`src/rtl/multicycle_pkg.sv`:
```
// Shared encodings for the multi-cycle MIPS main controller: states, opcodes
// and the ALUOp codes understood by the ALU controller.
package multicycle_pkg;

    typedef enum logic [3:0] {
        S_IDLE   = 4'd0,
        S_FETCH  = 4'd1,
        S_DECODE = 4'd2,
        S_MEMADR = 4'd3,
        S_MEMRD  = 4'd4,
        S_MEMWB  = 4'd5,
        S_MEMWR  = 4'd6,
        S_EXEC   = 4'd7,
        S_RWB    = 4'd8,
        S_BRANCH = 4'd9,
        S_JUMP   = 4'd10,
        S_IEXEC  = 4'd11,
        S_IWB    = 4'd12,
        S_JR     = 4'd13
    } state_t;

    localparam logic [5:0] OP_RTYPE = 6'h00;
    localparam logic [5:0] OP_LW    = 6'h23;
    localparam logic [5:0] OP_SW    = 6'h2b;
    localparam logic [5:0] OP_BEQ   = 6'h04;
    localparam logic [5:0] OP_BNE   = 6'h05;
    localparam logic [5:0] OP_J     = 6'h02;
    localparam logic [5:0] OP_ADDI  = 6'h08;
    localparam logic [5:0] OP_SLTI  = 6'h0a;
    localparam logic [5:0] FUNCT_JR = 6'h08;

    localparam logic [2:0] ALUOP_ADD   = 3'b000;
    localparam logic [2:0] ALUOP_SUB   = 3'b001;
    localparam logic [2:0] ALUOP_FUNCT = 3'b010;
    localparam logic [2:0] ALUOP_SLT   = 3'b101;

    // States that wait on the memory ready handshake.
    function automatic logic is_wait_state(input state_t s);
        return s inside {S_FETCH, S_MEMRD, S_MEMWR};
    endfunction

endpackage

```
`src/rtl/multicycle_ctrl_if.sv`:
```
// Controller <-> datapath/memory signal bundle. branch_ne_o exists only when
// BNE_EN is defined.
interface multicycle_ctrl_if;
    logic [5:0] opcode_i;
    logic [5:0] funct_i;
    logic       mem_ready_i;
    logic       pc_write_o;
    logic       pc_write_cond_o;
    logic       i_or_d_o;
    logic       mem_read_o;
    logic       mem_write_o;
    logic       ir_write_o;
    logic       mem_to_reg_o;
    logic       reg_dst_o;
    logic       reg_write_o;
    logic       alu_src_a_o;
    logic [1:0] alu_src_b_o;
    logic [1:0] pc_source_o;
    logic [2:0] ALUOp_o;
    logic       illegal_o;
    logic       mem_err_o;
    logic [3:0] state_o;
`ifdef BNE_EN
    logic       branch_ne_o;
`endif

    modport master (
        input  opcode_i, funct_i, mem_ready_i,
`ifdef BNE_EN
        output branch_ne_o,
`endif
        output pc_write_o, pc_write_cond_o, i_or_d_o, mem_read_o, mem_write_o,
               ir_write_o, mem_to_reg_o, reg_dst_o, reg_write_o, alu_src_a_o,
               alu_src_b_o, pc_source_o, ALUOp_o, illegal_o, mem_err_o, state_o
    );

    modport slave (
        output opcode_i, funct_i, mem_ready_i,
`ifdef BNE_EN
        input  branch_ne_o,
`endif
        input  pc_write_o, pc_write_cond_o, i_or_d_o, mem_read_o, mem_write_o,
               ir_write_o, mem_to_reg_o, reg_dst_o, reg_write_o, alu_src_a_o,
               alu_src_b_o, pc_source_o, ALUOp_o, illegal_o, mem_err_o, state_o
    );
endinterface

```
`src/rtl/mem_wait_timer.sv`:
```
// Counts consecutive not-ready cycles in a memory-wait state and flags a
// timeout when the count reaches MAX_WAIT (MAX_WAIT = 0 disables it).
module mem_wait_timer #(
    parameter int WAIT_W   = 4,
    parameter int MAX_WAIT = 15
) (
    input  logic clk_i,
    input  logic rst_i,
    input  logic in_wait_i,
    input  logic mem_ready_i,
    output logic timeout_o
);

    logic [WAIT_W-1:0] count_q;
    logic              stalled;

    assign stalled   = in_wait_i && !mem_ready_i;
    assign timeout_o = (MAX_WAIT != 0) && stalled && (count_q == WAIT_W'(MAX_WAIT));

    // Saturates rather than wrapping so a disabled timeout never aliases.
    always_ff @(posedge clk_i or negedge rst_i) begin
        if (!rst_i) begin
            count_q <= '0;
        end else if (stalled && !timeout_o) begin
            if (count_q != '1) begin
                count_q <= count_q + WAIT_W'(1);
            end
        end else begin
            count_q <= '0;
        end
    end

endmodule

```
`src/rtl/multicycle_ctrl.sv`:
```
// Main control FSM of the multi-cycle MIPS datapath. Define BNE_EN to add
// bne support and the branch_ne_o output.
module multicycle_ctrl
    import multicycle_pkg::*;
#(
    parameter int WAIT_W   = 4,
    parameter int MAX_WAIT = 15
) (
    input  logic              clk_i,
    input  logic              rst_i,
    multicycle_ctrl_if.master bus
);

    state_t state_q;
    state_t decode_next;
    logic   op_legal;
    logic   timeout;

    mem_wait_timer #(
        .WAIT_W  (WAIT_W),
        .MAX_WAIT(MAX_WAIT)
    ) u_timer (
        .clk_i      (clk_i),
        .rst_i      (rst_i),
        .in_wait_i  (is_wait_state(state_q)),
        .mem_ready_i(bus.mem_ready_i),
        .timeout_o  (timeout)
    );

    always_comb begin
        op_legal    = 1'b1;
        decode_next = S_FETCH;
        case (bus.opcode_i)
            OP_LW, OP_SW:    decode_next = S_MEMADR;
            OP_RTYPE:        decode_next = (bus.funct_i == FUNCT_JR) ? S_JR : S_EXEC;
            OP_BEQ:          decode_next = S_BRANCH;
`ifdef BNE_EN
            OP_BNE:          decode_next = S_BRANCH;
`endif
            OP_J:            decode_next = S_JUMP;
            OP_ADDI, OP_SLTI: decode_next = S_IEXEC;
            default:         op_legal    = 1'b0;
        endcase
    end

    // A timeout overrides every transition and aborts back to IDLE.
    always_ff @(posedge clk_i or negedge rst_i) begin
        if (!rst_i) begin
            state_q <= S_IDLE;
        end else if (timeout) begin
            state_q <= S_IDLE;
        end else begin
            case (state_q)
                S_IDLE:   state_q <= S_FETCH;
                S_FETCH:  if (bus.mem_ready_i) state_q <= S_DECODE;
                S_DECODE: state_q <= decode_next;
                S_MEMADR: state_q <= (bus.opcode_i == OP_LW) ? S_MEMRD : S_MEMWR;
                S_MEMRD:  if (bus.mem_ready_i) state_q <= S_MEMWB;
                S_MEMWR:  if (bus.mem_ready_i) state_q <= S_FETCH;
                S_EXEC:   state_q <= S_RWB;
                S_IEXEC:  state_q <= S_IWB;
                S_MEMWB, S_RWB, S_BRANCH, S_JUMP, S_IWB, S_JR:
                          state_q <= S_FETCH;
                default:  state_q <= S_IDLE;
            endcase
        end
    end

    assign bus.state_o   = state_q;
    assign bus.mem_err_o = timeout;

    always_comb begin
        bus.pc_write_o      = 1'b0;
        bus.pc_write_cond_o = 1'b0;
        bus.i_or_d_o        = 1'b0;
        bus.mem_read_o      = 1'b0;
        bus.mem_write_o     = 1'b0;
        bus.ir_write_o      = 1'b0;
        bus.mem_to_reg_o    = 1'b0;
        bus.reg_dst_o       = 1'b0;
        bus.reg_write_o     = 1'b0;
        bus.alu_src_a_o     = 1'b0;
        bus.alu_src_b_o     = 2'b00;
        bus.pc_source_o     = 2'b00;
        bus.ALUOp_o         = ALUOP_ADD;
        bus.illegal_o       = 1'b0;
`ifdef BNE_EN
        bus.branch_ne_o     = 1'b0;
`endif
        case (state_q)
            S_FETCH: begin
                bus.mem_read_o  = 1'b1;
                bus.alu_src_b_o = 2'b01;
                bus.ir_write_o  = bus.mem_ready_i;
                bus.pc_write_o  = bus.mem_ready_i;
            end
            S_DECODE: begin
                bus.alu_src_b_o = 2'b11;
                bus.illegal_o   = !op_legal;
            end
            S_MEMADR: begin
                bus.alu_src_a_o = 1'b1;
                bus.alu_src_b_o = 2'b10;
            end
            S_MEMRD: begin
                bus.mem_read_o = 1'b1;
                bus.i_or_d_o   = 1'b1;
            end
            S_MEMWB: begin
                bus.mem_to_reg_o = 1'b1;
                bus.reg_write_o  = 1'b1;
            end
            S_MEMWR: begin
                bus.mem_write_o = 1'b1;
                bus.i_or_d_o    = 1'b1;
            end
            S_EXEC: begin
                bus.alu_src_a_o = 1'b1;
                bus.ALUOp_o     = ALUOP_FUNCT;
            end
            S_RWB: begin
                bus.reg_dst_o   = 1'b1;
                bus.reg_write_o = 1'b1;
            end
            S_BRANCH: begin
                bus.alu_src_a_o     = 1'b1;
                bus.ALUOp_o         = ALUOP_SUB;
                bus.pc_write_cond_o = 1'b1;
                bus.pc_source_o     = 2'b01;
`ifdef BNE_EN
                bus.branch_ne_o     = (bus.opcode_i == OP_BNE);
`endif
            end
            S_JUMP: begin
                bus.pc_write_o  = 1'b1;
                bus.pc_source_o = 2'b10;
            end
            S_IEXEC: begin
                bus.alu_src_a_o = 1'b1;
                bus.alu_src_b_o = 2'b10;
                bus.ALUOp_o     = (bus.opcode_i == OP_SLTI) ? ALUOP_SLT : ALUOP_ADD;
            end
            S_IWB: begin
                bus.reg_write_o = 1'b1;
            end
            S_JR: begin
                bus.pc_write_o  = 1'b1;
                bus.pc_source_o = 2'b11;
            end
            default: ;
        endcase
    end

endmodule
```
`src/flat_wrapper.sv`:
```
// flat-port wrapper written by rule: the top's interface ports become plain ports
module multicycle_ctrl_flat import multicycle_pkg::*;
#(
    parameter int WAIT_W   = 4,
    parameter int MAX_WAIT = 15
)
  (clk_i, rst_i, bus_opcode_i, bus_funct_i, bus_mem_ready_i, bus_pc_write_o, bus_pc_write_cond_o, bus_i_or_d_o, bus_mem_read_o, bus_mem_write_o, bus_ir_write_o, bus_mem_to_reg_o, bus_reg_dst_o, bus_reg_write_o, bus_alu_src_a_o, bus_alu_src_b_o, bus_pc_source_o, bus_ALUOp_o, bus_illegal_o, bus_mem_err_o, bus_state_o);
  multicycle_ctrl_if bus_i ();
  input  logic clk_i;
  input  logic rst_i;
  input wire logic [$bits(bus_i.opcode_i)-1:0] bus_opcode_i;
  input wire logic [$bits(bus_i.funct_i)-1:0] bus_funct_i;
  input wire logic [$bits(bus_i.mem_ready_i)-1:0] bus_mem_ready_i;
  output wire logic [$bits(bus_i.pc_write_o)-1:0] bus_pc_write_o;
  output wire logic [$bits(bus_i.pc_write_cond_o)-1:0] bus_pc_write_cond_o;
  output wire logic [$bits(bus_i.i_or_d_o)-1:0] bus_i_or_d_o;
  output wire logic [$bits(bus_i.mem_read_o)-1:0] bus_mem_read_o;
  output wire logic [$bits(bus_i.mem_write_o)-1:0] bus_mem_write_o;
  output wire logic [$bits(bus_i.ir_write_o)-1:0] bus_ir_write_o;
  output wire logic [$bits(bus_i.mem_to_reg_o)-1:0] bus_mem_to_reg_o;
  output wire logic [$bits(bus_i.reg_dst_o)-1:0] bus_reg_dst_o;
  output wire logic [$bits(bus_i.reg_write_o)-1:0] bus_reg_write_o;
  output wire logic [$bits(bus_i.alu_src_a_o)-1:0] bus_alu_src_a_o;
  output wire logic [$bits(bus_i.alu_src_b_o)-1:0] bus_alu_src_b_o;
  output wire logic [$bits(bus_i.pc_source_o)-1:0] bus_pc_source_o;
  output wire logic [$bits(bus_i.ALUOp_o)-1:0] bus_ALUOp_o;
  output wire logic [$bits(bus_i.illegal_o)-1:0] bus_illegal_o;
  output wire logic [$bits(bus_i.mem_err_o)-1:0] bus_mem_err_o;
  output wire logic [$bits(bus_i.state_o)-1:0] bus_state_o;
  assign bus_i.opcode_i = bus_opcode_i;
  assign bus_i.funct_i = bus_funct_i;
  assign bus_i.mem_ready_i = bus_mem_ready_i;
  assign bus_pc_write_o = bus_i.pc_write_o;
  assign bus_pc_write_cond_o = bus_i.pc_write_cond_o;
  assign bus_i_or_d_o = bus_i.i_or_d_o;
  assign bus_mem_read_o = bus_i.mem_read_o;
  assign bus_mem_write_o = bus_i.mem_write_o;
  assign bus_ir_write_o = bus_i.ir_write_o;
  assign bus_mem_to_reg_o = bus_i.mem_to_reg_o;
  assign bus_reg_dst_o = bus_i.reg_dst_o;
  assign bus_reg_write_o = bus_i.reg_write_o;
  assign bus_alu_src_a_o = bus_i.alu_src_a_o;
  assign bus_alu_src_b_o = bus_i.alu_src_b_o;
  assign bus_pc_source_o = bus_i.pc_source_o;
  assign bus_ALUOp_o = bus_i.ALUOp_o;
  assign bus_illegal_o = bus_i.illegal_o;
  assign bus_mem_err_o = bus_i.mem_err_o;
  assign bus_state_o = bus_i.state_o;
  multicycle_ctrl #(.WAIT_W(WAIT_W), .MAX_WAIT(MAX_WAIT)) u_core (.clk_i(clk_i), .rst_i(rst_i), .bus(bus_i));
endmodule
```
`config.mk`:
```
export PLATFORM = sky130hd
export DESIGN_NAME = multicycle_ctrl_flat
export DESIGN_NICKNAME = d
export VERILOG_FILES = /design/src/rtl/multicycle_pkg.sv /design/src/rtl/multicycle_ctrl_if.sv /design/src/rtl/mem_wait_timer.sv /design/src/rtl/multicycle_ctrl.sv /design/src/flat_wrapper.sv
export SDC_FILE = /design/constraint.sdc
export NUM_CORES = 1
export LEC_CHECK = 0
export CELL_PAD_IN_SITES_DETAIL_PLACEMENT = 2
export CELL_PAD_IN_SITES_GLOBAL_PLACEMENT = 2
export CORE_MARGIN = 3
export CORE_UTILIZATION = 22
export CTS_CLUSTER_SIZE = 24
export DETAILED_ROUTE_END_ITERATION = 6
export GPL_TIMING_DRIVEN = 0
export PLACE_DENSITY_LB_ADDON = 0.3
export SLEW_MARGIN = 20
export SYNTH_ARGS = -nofsm -noshare
export SYNTH_HDL_FRONTEND = slang
export SYNTH_SLANG_ARGS = --single-unit
```
`constraint.sdc`:
```
create_clock -name clk_i -period 2.9 [get_ports clk_i]
set_clock_uncertainty 0.1 [all_clocks]
set_input_delay 0.58 -clock clk_i [delete_from_list [all_inputs] [get_ports clk_i]]
set_output_delay 0.58 -clock clk_i [all_outputs]
set_load 0.02 [all_outputs]
```
==> summary.md, run 1 <==
| Metric | Value |
|---|---|
| Iteration-0 DRC Markers | `31` |
| GP Congestion | `0.7169` |
| Slew @ Worst Pin | `0.3636 ns` |
| Vias in the first global route | `957` |
| Syn Nets | `116` |
| Total gr overflow | `0` |
| Antenna diode count | `0` |
| Final period utilization | `0.9698` |
| Commonest register cell after synthesis | `dfrtp_1` |
| Total wire length | `2851 µm` |
| DRC viols | `0` |
| Initial core utilization | `0.2402` |
| Crit start category | `primary input` |
| Ys Warns | `0` |
| Dpl hpwl | `2365 µm` |
| Simple-gate area share of the yosys netlist | `0.4179` |
| Largest family of logic cells by synthesized area | `simple AND/OR/NAND/NOR gates` |
| Max Fclk | `355.6 MHz` |
| FILL cells | `408` |
| Area of the mapped netlist | `769.5 µm²` |
| Endpoints failing setup | `0` |
| Largest net degree at the start of global routing | `11` |
| Synth Area in XOR/XNOR | `0.04553` |
| Worst slack, placed | `-0.2963 ns` |
| Finished Layout Cells | `185` |
| Clock transition at path regs | `0.05 ns` |
| Final Hold Viols | `0` |
| Status | `completed` |
| Register area share after synthesis | `0.2602` |
| Post-layout nets | `159` |
| MaxCap Viol Count | `0` |
| Highest-count cells in the layout ignoring fill and taps | `33 x clkdlybuf4s50_1, 18 x nor2_1, 10 x nand2_1` |
| Flop2flop setup slack | `1.25 ns` |
| Syn Inst Count | `100` |
| Critical path arrival | `2.13 ns` |
| Num ports | `38` |
| Vias per Instance | `4.822` |
| Met2 Resource Use GR | `0.2720` |
| Initial antenna violation count | `0` |
| Worst EP required | `2.22 ns` |
| Most Crowded Layer GR | `met2` |
| Die Area | `4243 µm²` |
| GRT met1 Usage | `0.1718` |
| CTS tree | `built` |
| Post-synth EDFFs | `0` |
| Critical Path Start | `bus_opcode_i[5]` |
| CORE AREA | `3203 µm²` |
| Synth Area in Compound Gates | `0.1789` |
| Port buffer count | `37` |
| Fin util | `0.3820` |
| Root Driver | `clkbuf_4` |
| Multiplexer share of the synthesized area | `0.01301` |
| Placed Cells | `181` |
| DR WL/cell | `15.41 µm` |
| Met3 usage | `0.01538` |
| Die width | `65.14 µm` |
| Yosys reg bits | `8` |
| Htree depth | `1` |
| Std cell rows | `20` |
| Leakage power figure | `0.5087 nW` |
| Die height | `65.14 µm` |
| Vias | `892` |
| Post-synth ARST share | `1.000` |
| Global-route wire length before repair | `4664 µm` |
| Final Max Tran Viols | `0` |
| Synthesis-to-layout area growth | `59.02%` |
| Slew margin rel. | `0.7568` |
| Drt pass-1 iters | `4` |
| Tmin final | `2.813 ns` |
| Clock sinks | `8` |
| Synth Area per Inst | `7.695 µm²` |
| Worst setup margin | `0.08748 ns` |
| Pwr per Cell Area | `873.4 nW/µm²` |
| Worst R2R Start | `u_core.bus.state_o[1]$_DFFE_PN0P_` |
| Total GRT Usage | `0.1398` |
| Hold Path Class | `register to register` |
| VDD IR-drop max | `198.6 µV` |
| Hold wc startpoint | `u_core.u_timer.count_q[0]$_DFFE_PN0P_` |
| Commonest non-fill, non-tap cell in the layout | `clkdlybuf4s50_1` |
| RSZ-0062 raised after global routing | `no` |
| Worst-Skew Late Latency | `0.26 ns` |
| Worst setup EP type | `output port` |
| Synth Area in Adders | `0.01626` |
| Clk buf depth | `2` |
| Crit Path Max Fanout | `4` |
| Setup CP Type | `primary input to output port` |
| DRT antenna net count | `0` |
| Layout cell share with drive strength beyond 1 | `0.1348` |
| Netlist cell types | `37` |
| Cts bufs inserted | `3` |
-- critical path, stage by stage --
cell	delay, ns
clkdlybuf4s50_1	0.57
nor4_4	0.08
buf_4	0.15
a32o_2	0.25
a2111oi_2	0.28
buf_2	0.22
-- power by group --
group          internal (mW)  leakage, nW  switching (mW)
Combinational          0.352        0.389           0.446
Clock                 0.0473       0.0138          0.0372
Sequential             0.144        0.105          0.0419
-- synth_stat cells, types with 2 or more instances --
| cell | count | area share |
|---|---|---|
| nor2_1 | 19 | 0.093 |
| nand2_1 | 10 | 0.049 |
| dfrtp_1 | 8 | 0.26 |
| nor3_1 | 7 | 0.046 |
| nand3_1 | 6 | 0.039 |
| nand2b_1 | 4 | 0.033 |
| o21ai_0 | 4 | 0.026 |
| a21oi_1 | 3 | 0.020 |
| and2_1 | 3 | 0.024 |
| inv_1 | 3 | 0.015 |
| xnor2_1 | 3 | 0.034 |
| buf_2 | 2 | 0.013 |
| clkbuf_8 | 2 | 0.036 |
| nor2b_1 | 2 | 0.016 |
| o221ai_1 | 2 | 0.023 |
-- worst paths after layout --
check / endpoint / depth (start not counted)
max reg2reg: u_core.bus.state_o[1]$_DFFE_PN0P_ / 4
max in group asynchronous: u_core.bus.state_o[1]$_DFFE_PN0P_ / 1
max: bus_illegal_o / 6
min reg2reg: u_core.u_timer.count_q[0]$_DFFE_PN0P_ / 1
min: u_core.u_timer.count_q[0]$_DFFE_PN0P_ / 1
min in group asynchronous: u_core.u_timer.count_q[2]$_DFFE_PN0P_ / 1
-- sequential cells by signal, summed over array words and instances (netlist names) --
name / count
u_core.bus.state_o: 4
u_core.u_timer.count_q: 4
-- per-stage QoR --
stage	setup TNS, ns	hold slack [ns]	total power, mW	area (µm²)
floorplan	0	0.1844	0.6573	769.5
finish	0	0.3692	1.069	1224
CTS	0	0.3779	1.085	1217
global route	0	0.4113	1.151	1224
global placement	-0.7332	0.3472	0.9832	1195
detailed placement	-0.8249	0.3714	0.9992	1195
-- cell families after synthesis --
family | Yosys count
adders and majority gates | 1
xor gates and xnor gates | 4
DFF | 8
buffers and inverters | 8
AOI/OAI and AO/OA | 17
muxes | 1
and+or+nand+nor | 61
-- final cells by class --
class,count,area [µm²],area share
Tap cell,44,55.05,0.04499
Buffer,5,42.54,0.03476
Timing Repair Buffer,38,372.9,0.3047
Sequential cell,8,200.2,0.1636
Multi-Input combinational cell,84,519.2,0.4243
Inverter,3,11.26,0.009202
Clock buffer,3,22.52,0.01840
-- metal layers --
metal | routed length, µm | share of wire
met1 | 1292 | 0.45
met2 | 1481 | 0.52
met5 | 0 | 0
met4 | 0 | 0
met3 | 78 | 0.027
-- repair_timing --
action,in CTS,in global routing
hold buffers,0,0
endpoints found under the hold margin,0,0
endpoints found under the setup margin,3,4
pin swaps,1,0
setup buffers,1,0
gates resized for setup,7,4
Note: power is estimated with default switching activity, not from simulation.
==> inputs of run 2 (changes only) <==
Settings changed: CORE_UTILIZATION 22 to 21.
Clock period 2.9 ns to 2.65 ns, I/O delays scaled along.
==> run 2 against run 1 <==
Combinational power grew 9.1%. Non-clock buffer count is the same. Cell count up 1.1%. Via count grew 2.1%. Critical path depth fell by 2. Die area up 4.3%. Power grew 14%. Critical path type unchanged. Design area rose by 2.4%. First-iteration DRC count increased by 26%. Largest power group unchanged. Routed wire length up 0.25%.
==> summary.md, run 2 (synthesis gave the netlist of run 1 again) <==
| Metric | Value |
|---|---|
| DRT antenna net count | `0 (unchanged)` |
| Clock transition at path regs | `0.04 ns (about the same)` |
| Vias per Instance | `4.872 (+1.0%)` |
| Hold Path Class | `register to register` |
| Final period utilization | `0.9597` |
| Die Area | `4426 µm² (+4.3%)` |
| Clock sinks | `8 (unchanged)` |
| Global-route wire length before repair | `4878 µm (+4.6%)` |
| Crit Path Max Fanout | `6 (+2)` |
| Switching share of power | `0.4805 (-0.01094)` |
| Psw | `584.4 µW (+11%)` |
| Highest-count cells in the layout ignoring fill and taps | `23 x clkdlybuf4s50_1, 18 x nor2_1, 10 x nand2_1` |
| Worst EP required | `2.02 ns (-0.20 ns)` |
| Setup CP Type | `primary input to output port` |
| Std cell rows | `21 (+5.0%)` |
| DR WL/cell | `15.28 µm (-0.83%)` |
| Tmin final | `2.543 ns` |
| Status | `completed` |
| Total wire length | `2858 µm (+0.25%)` |
| Met2 Resource Use GR | `0.2528 (-0.01924)` |
| Synthesis-to-layout area growth | `62.76%` |
| Num ports | `38 (unchanged)` |
| FILL cells | `407 (-0.25%)` |
| CP Cell Sequence | `clkdlybuf4s50_1 -> a32o_2 -> a2111oi_2 -> buf_2` |
| Fin util | `0.3639 (-0.01816)` |
| Final Max Tran Viols | `0 (unchanged)` |
| DRC viols | `0 (unchanged)` |
| Post-layout nets | `159 (unchanged)` |
| Cts bufs inserted | `3 (unchanged)` |
| Root Driver | `clkbuf_8` |
| Worst setup margin | `0.1068 ns (+0.01932 ns)` |
| P_int | `631.8 µW (+16%)` |
| Layout cell share with drive strength beyond 1 | `0.1489 (+0.01418)` |
| Drt pass-1 iters | `4 (unchanged)` |
| Worst path buffer plus inverter count | `2 (-1)` |
| Worst path max stage delay | `0.51 ns (-0.06 ns)` |
| Antenna diode count | `0 (unchanged)` |
| Total gr overflow | `0 (unchanged)` |
| Total GRT Usage | `0.1435 (+0.003640)` |
| Flop2flop setup slack | `1.03 ns (-0.22 ns)` |
| Slew @ Worst Pin | `0.3543 ns (-0.009292 ns)` |
| Die height | `66.53 µm (+2.1%)` |
| CORE AREA | `3442 µm² (+7.5%)` |
| Pwr per Cell Area | `971.0 nW/µm² (+11%)` |
| RSZ-0062 raised after global routing | `no` |
| VDD IR-drop max | `191.6 µV (-3.6%)` |
| Critical path arrival | `1.91 ns (-0.22 ns)` |
| Initial antenna violation count | `0 (unchanged)` |
| Worst slack, placed | `-0.5206 ns (-0.2244 ns)` |
| CP delay by family, top | `buffers and inverters` |
| Gate power share | `0.717 (-0.030)` |
| Worst-Skew Late Latency | `0.22 ns (-0.04 ns)` |
| GRT met1 Usage | `0.1861 (+0.01433)` |
| Commonest non-fill, non-tap cell in the layout | `clkdlybuf4s50_1` |
| Crit start category | `primary input` |
| Dpl hpwl | `2350 µm (-0.63%)` |
| Iteration-0 DRC Markers | `39 (+26%)` |
| Endpoints failing setup | `0 (unchanged)` |
| Clk buf depth | `2 (unchanged)` |
| Met3 usage | `0.03204 (+0.01666)` |
| Max Fclk | `393.2 MHz` |
| Vias | `911 (+2.1%)` |
| Leakage power figure | `0.5840 nW (+15%)` |
| Cell type of the slowest stage on the worst timing path | `clkdlybuf4s50_1` |
| Initial core utilization | `0.2236 (-0.01668)` |
| Port buffer count | `37 (unchanged)` |
| CTS tree | `built` |
| Sequential Power Share | `0.167 (-0.007)` |
| Vias in the first global route | `1,000 (+4.5%)` |
| GP Congestion | `0.7560 (+5.5%)` |
| MaxCap Viol Count | `0 (unchanged)` |
| Clock power share | `0.116 (+0.037)` |
| Die width | `66.53 µm (+2.1%)` |
| Most Crowded Layer GR | `met2` |
| Hold slack | `0.3675 ns (-0.001779 ns)` |
| Htree depth | `1 (unchanged)` |
| Slew margin rel. | `0.7620 (+0.005136)` |
| Worst setup EP type | `output port` |
| Largest net degree at the start of global routing | `11 (unchanged)` |
| Final Hold Viols | `0 (unchanged)` |
run 2: cell types whose count changed in the layout (fill, tap and decap cells not counted):
cell / change
dlygate4sd2_1: +5
dfrtp_1: -1
dfrtp_2: +1
clkdlybuf4s50_1: -10
clkbuf_8: +3
clkdlybuf4s15_1: +1
nand2b_1: -1
dlymetal6s2s_1: +4
nand2b_2: +1
clkbuf_4: -3
run 2: layout make-up:
cell class                 instances  area [µm²]  area share
tap                               46       57.56     0.04595
multi-input combinational         84       521.8      0.4166
inverter                           3       11.26    0.008991
sequential                         8       201.4      0.1608
buffer                             5       42.54     0.03397
clock buffer                       3       41.29     0.03297
timing repair buffer              38       376.6      0.3007
run 2: worst paths after layout:
path	endpoint	start	cells after the start
worst max-delay path	bus_illegal_o	bus_opcode_i[1]	4
worst min-delay path	u_core.u_timer.count_q[0]$_DFFE_PN0P_	u_core.u_timer.count_q[0]$_DFFE_PN0P_	1
worst max register to register	u_core.bus.state_o[2]$_DFFE_PN0P_	u_core.bus.state_o[2]$_DFFE_PN0P_	5
worst min register to register	u_core.u_timer.count_q[0]$_DFFE_PN0P_	u_core.u_timer.count_q[0]$_DFFE_PN0P_	1
max in group asynchronous	u_core.bus.state_o[3]$_DFFE_PN0P_	rst_i	1
min in group asynchronous	u_core.u_timer.count_q[2]$_DFFE_PN0P_	rst_i	1
run 2: routing by layer:
metal  routed length, µm  vias up
met3                 143        0
met1                1249      444
met2                1465       27
met5                   0        -
li1                    -      440
met4                   0        0
run 2: repair_timing:
| action | CTS | global route |
|---|---|---|
| hold buffers | 0 | 0 |
| pin swaps | 1 | 0 |
| buffers inserted | 1 | 0 |
| resized for setup | 16 | 7 |
| setup endpoints to repair | 8 | 5 |
| hold endpoints to repair | 0 | 0 |
run 2: per-stage QoR:
| stage | power [mW] | cell area, µm² | cells | TNS, ns |
|---|---|---|---|---|
| 6_report | 1.216 | 1252 | 187 | 0 |
| 5_1_grt | 1.333 | 1252 | 187 | 0 |
| 4_1_cts | 1.247 | 1236 | 187 | 0 |
| 3_5_place_dp | 1.103 | 1197 | 183 | -1.466 |
| 3_3_place_gp | 1.076 | 1197 | 183 | -1.274 |
| 2_1_floorplan | 0.7193 | 769.5 | 100 | 0 |
run 2: power by group through the flow:
stage | Clock (mW) | Sequential, mW | Combinational, mW
6_report | 0.141 | 0.203 | 0.872
5_1_grt | 0.161 | 0.213 | 0.959
4_1_cts | 0.147 | 0.205 | 0.895
3_5_place_dp | 0 | 0.204 | 0.899
3_3_place_gp | 0 | 0.201 | 0.875
2_1_floorplan | 0 | 0.222 | 0.498
==> inputs of run 3 (changes only) <==
Settings changed: CORE_MARGIN 3 to 5.
==> run 3 against run 2 <==
Maximum frequency down 1.1%. Global-route usage down 2.0 points. Design area up 0.20%. Hold slack about the same. Register-to-register slack worse by 0.02 ns. Clock-buffer cell count stayed put. Sequential share of layout area hardly changed. Core utilization down 1.6 points. Clock power rose by 3%. Sequential cell count is the same. Largest power group unchanged. Highest routed layer is now met4.
==> summary.md, run 3 (synthesis gave the netlist of run 1 again) <==
| Metric | Value |
|---|---|
| CP delay by family, top | `buffers and inverters` |
| Worst path buffer plus inverter count | `2 (unchanged)` |
| VDD IR-drop max | `225.3 µV (+18%)` |
| RSZ-0062 raised after global routing | `no` |
| Cell type of the slowest stage on the worst timing path | `clkdlybuf4s50_1` |
| GP Congestion | `0.7556 (about the same)` |
| Total wire length | `2940 µm (+2.9%)` |
| Post-layout nets | `159 (unchanged)` |
| Hold Path Class | `register to register` |
| Max Fclk | `388.8 MHz (-1.1%)` |
| CORE AREA | `3606 µm² (+4.8%)` |
| MaxCap Viol Count | `0 (unchanged)` |
| Crit start category | `primary input` |
| Final Power | `1.236 mW (+1.6%)` |
| Vias per Instance | `4.841 (-0.62%)` |
| Largest net degree at the start of global routing | `11 (unchanged)` |
| Initial antenna violation count | `0 (unchanged)` |
| Total GRT Usage | `0.1234 (-0.02004)` |
| Hold-fix buffers, CTS | `0 (unchanged)` |
| Htree depth | `1 (unchanged)` |
| CP Cell Sequence | `clkdlybuf4s50_1 -> and3_1 -> clkdlybuf4s50_1` |
| DRC viols | `0 (unchanged)` |
| Iteration-0 DRC Markers | `18 (-54%)` |
| Worst-Skew Late Latency | `0.23 ns (about the same)` |
| Clock transition at path regs | `0.04 ns (about the same)` |
| CTS tree | `built` |
| Worst EP required | `2.02 ns (about the same)` |
| Slew @ Worst Pin | `0.3725 ns (+0.01815 ns)` |
| Clock sinks | `8 (unchanged)` |
| Flop2flop setup slack | `1.01 ns (-0.02 ns)` |
| Num ports | `38 (unchanged)` |
| Vias | `915 (+0.44%)` |
| Worst path max stage delay | `0.62 ns (+0.11 ns)` |
| FILL cells | `431 (+5.9%)` |
| Tmin final | `2.572 ns (+0.02889 ns)` |
| Worst r2r dst | `u_core.bus.state_o[1]$_DFFE_PN0P_` |
| Commonest non-fill, non-tap cell in the layout | `clkdlybuf4s50_1` |
| Worst path most repeated cell | `clkdlybuf4s50_1` |
| Post-DP Area | `1200 µm² (+0.21%)` |
| Antenna diode count | `0 (unchanged)` |
| Worst setup margin | `0.07791 ns (-0.02889 ns)` |
| Layout cell share with drive strength beyond 1 | `0.1489 (unchanged)` |
| Die Area | `4974 µm² (+12%)` |
| Leakage power figure | `0.5441 nW (-6.8%)` |
| Worst setup EP type | `output port` |
| Endpoints failing setup | `0 (unchanged)` |
| Crit Path Max Fanout | `6 (unchanged)` |
| Port buffer count | `37 (unchanged)` |
| End of the worst hold path | `u_core.u_timer.count_q[0]$_DFFE_PN0P_` |
| Hold wc startpoint | `u_core.u_timer.count_q[0]$_DFFE_PN0P_` |
| Drt pass-1 iters | `4 (unchanged)` |
| Post-Route Setup TNS | `0 ns (unchanged)` |
| Root Driver | `clkbuf_8` |
| Cts bufs inserted | `3 (unchanged)` |
| Pwr per Cell Area | `985.1 nW/µm² (+1.4%)` |
| Worst slack, placed | `-0.4676 ns (+0.05304 ns)` |
| R2r worst-path depth | `5 (unchanged)` |
| Final Max Tran Viols | `0 (unchanged)` |
| Setup CP Type | `primary input to output port` |
| DR WL/cell | `15.56 µm (+1.8%)` |
| Initial core utilization | `0.2134 (-0.01016)` |
| Vias in the first global route | `1,019 (+1.9%)` |
| Critical path arrival | `1.94 ns (+0.03 ns)` |
| Worst hold path depth | `1 (unchanged)` |
| Clk buf depth | `2 (unchanged)` |
| Status | `completed` |
| Dpl hpwl | `2392 µm (+1.8%)` |
| Synthesis-to-layout area growth | `63.09%` |
| Die height | `70.53 µm (+6.0%)` |
| Global-route wire length before repair | `5002 µm (+2.5%)` |
| Std cell rows | `22 (+4.8%)` |
| Worst R2R Start | `u_core.bus.state_o[2]$_DFFE_PN0P_` |
| Total gr overflow | `0 (unchanged)` |
| Highest-count cells in the layout ignoring fill and taps | `26 x clkdlybuf4s50_1, 18 x nor2_1, 10 x nand2_1` |
| DRT antenna net count | `0 (unchanged)` |
| Die width | `70.53 µm (+6.0%)` |
| Final period utilization | `0.9706 (+0.01090)` |
| Final Hold Viols | `0 (unchanged)` |
| Slew margin rel. | `0.7498 (-0.01219)` |
| Final Cell Area | `1255 µm² (+0.20%)` |
-- run 3: changes by cell type in the layout (fill, tap and decap cells not counted) --
cell / previous run / this run
nor2_4: 0 / 1
clkdlybuf4s50_1: 23 / 26
nor2_2: 2 / 1
dlymetal6s2s_1: 5 / 2
clkbuf_4: 0 / 1
buf_2: 3 / 2
-- run 3: layout make-up --
type,instances,area [µm²],share of cell area
Tap cell,48,60.06,0.04786
Multi-Input combinational cell,84,526.8,0.4197
Inverter,3,11.26,0.008973
Sequential cell,8,201.4,0.1605
Buffer,5,45.04,0.03589
Timing Repair Buffer,38,369.1,0.2941
Clock buffer,3,41.29,0.03290
-- run 3: repair_timing --
action,4_1_cts,5_1_grt
endpoints found under the setup margin,9,5
setup buffers,1,0
resized for setup,17,5
pin swaps,1,0
-- run 3: where the power goes --
part | total [mW] | switching [mW] | internal (mW)
Combinational | 0.886 | 0.499 | 0.387
Sequential | 0.205 | 0.0462 | 0.159
Clock | 0.145 | 0.0471 | 0.0983
-- run 3: worst max-delay path by stage --
| stage | from | endpoint | slack (ns) | cells past startpoint |
|---|---|---|---|---|
| 2_1_floorplan | bus_opcode_i[5] | bus_illegal_o | 0.54 | 3 |
| 3_3_place_gp | bus_opcode_i[0] | bus_illegal_o | -0.47 | 5 |
| 3_5_place_dp | bus_opcode_i[0] | bus_ALUOp_o[0] | -0.47 | 5 |
| 4_1_cts | u_core.bus.state_o[3]$_DFFE_PN0P_ | bus_reg_write_o | 0.04 | 5 |
| 5_1_grt | bus_mem_ready_i | bus_ir_write_o | 0.007 | 3 |
| 6_report | bus_mem_ready_i | bus_ir_write_o | 0.08 | 3 |
-- run 3: metal layers --
| layer | GRT usage | routed length [µm] | part of all wire |
|---|---|---|---|
| met5 | 0 | 0 | 0 |
| met4 | 0.03967 | 44 | 0.015 |
| met3 | 0.03267 | 145 | 0.049 |
| met2 | 0.2131 | 1504 | 0.51 |
| met1 | 0.1493 | 1245 | 0.42 |
-- run 3: worst reg2reg max path, delay by kind of cell (launching register included) --
family	cells	cell delay (ns)
flops	1	0.37
buf+inv	2	0.35
simple gates	1	0.22
mux	1	0.27
compound gates	1	0.24
-- run 3: stage by stage --
step	cells	utilization	hold slack [ns]
after floorplan	100	-	0.1344
after global placement	185	0.3328	0.3481
after detailed placement	185	0.3328	0.3700
after CTS	189	0.3442	0.3749
after global routing	189	0.3480	0.3980
final	189	0.3480	0.3671
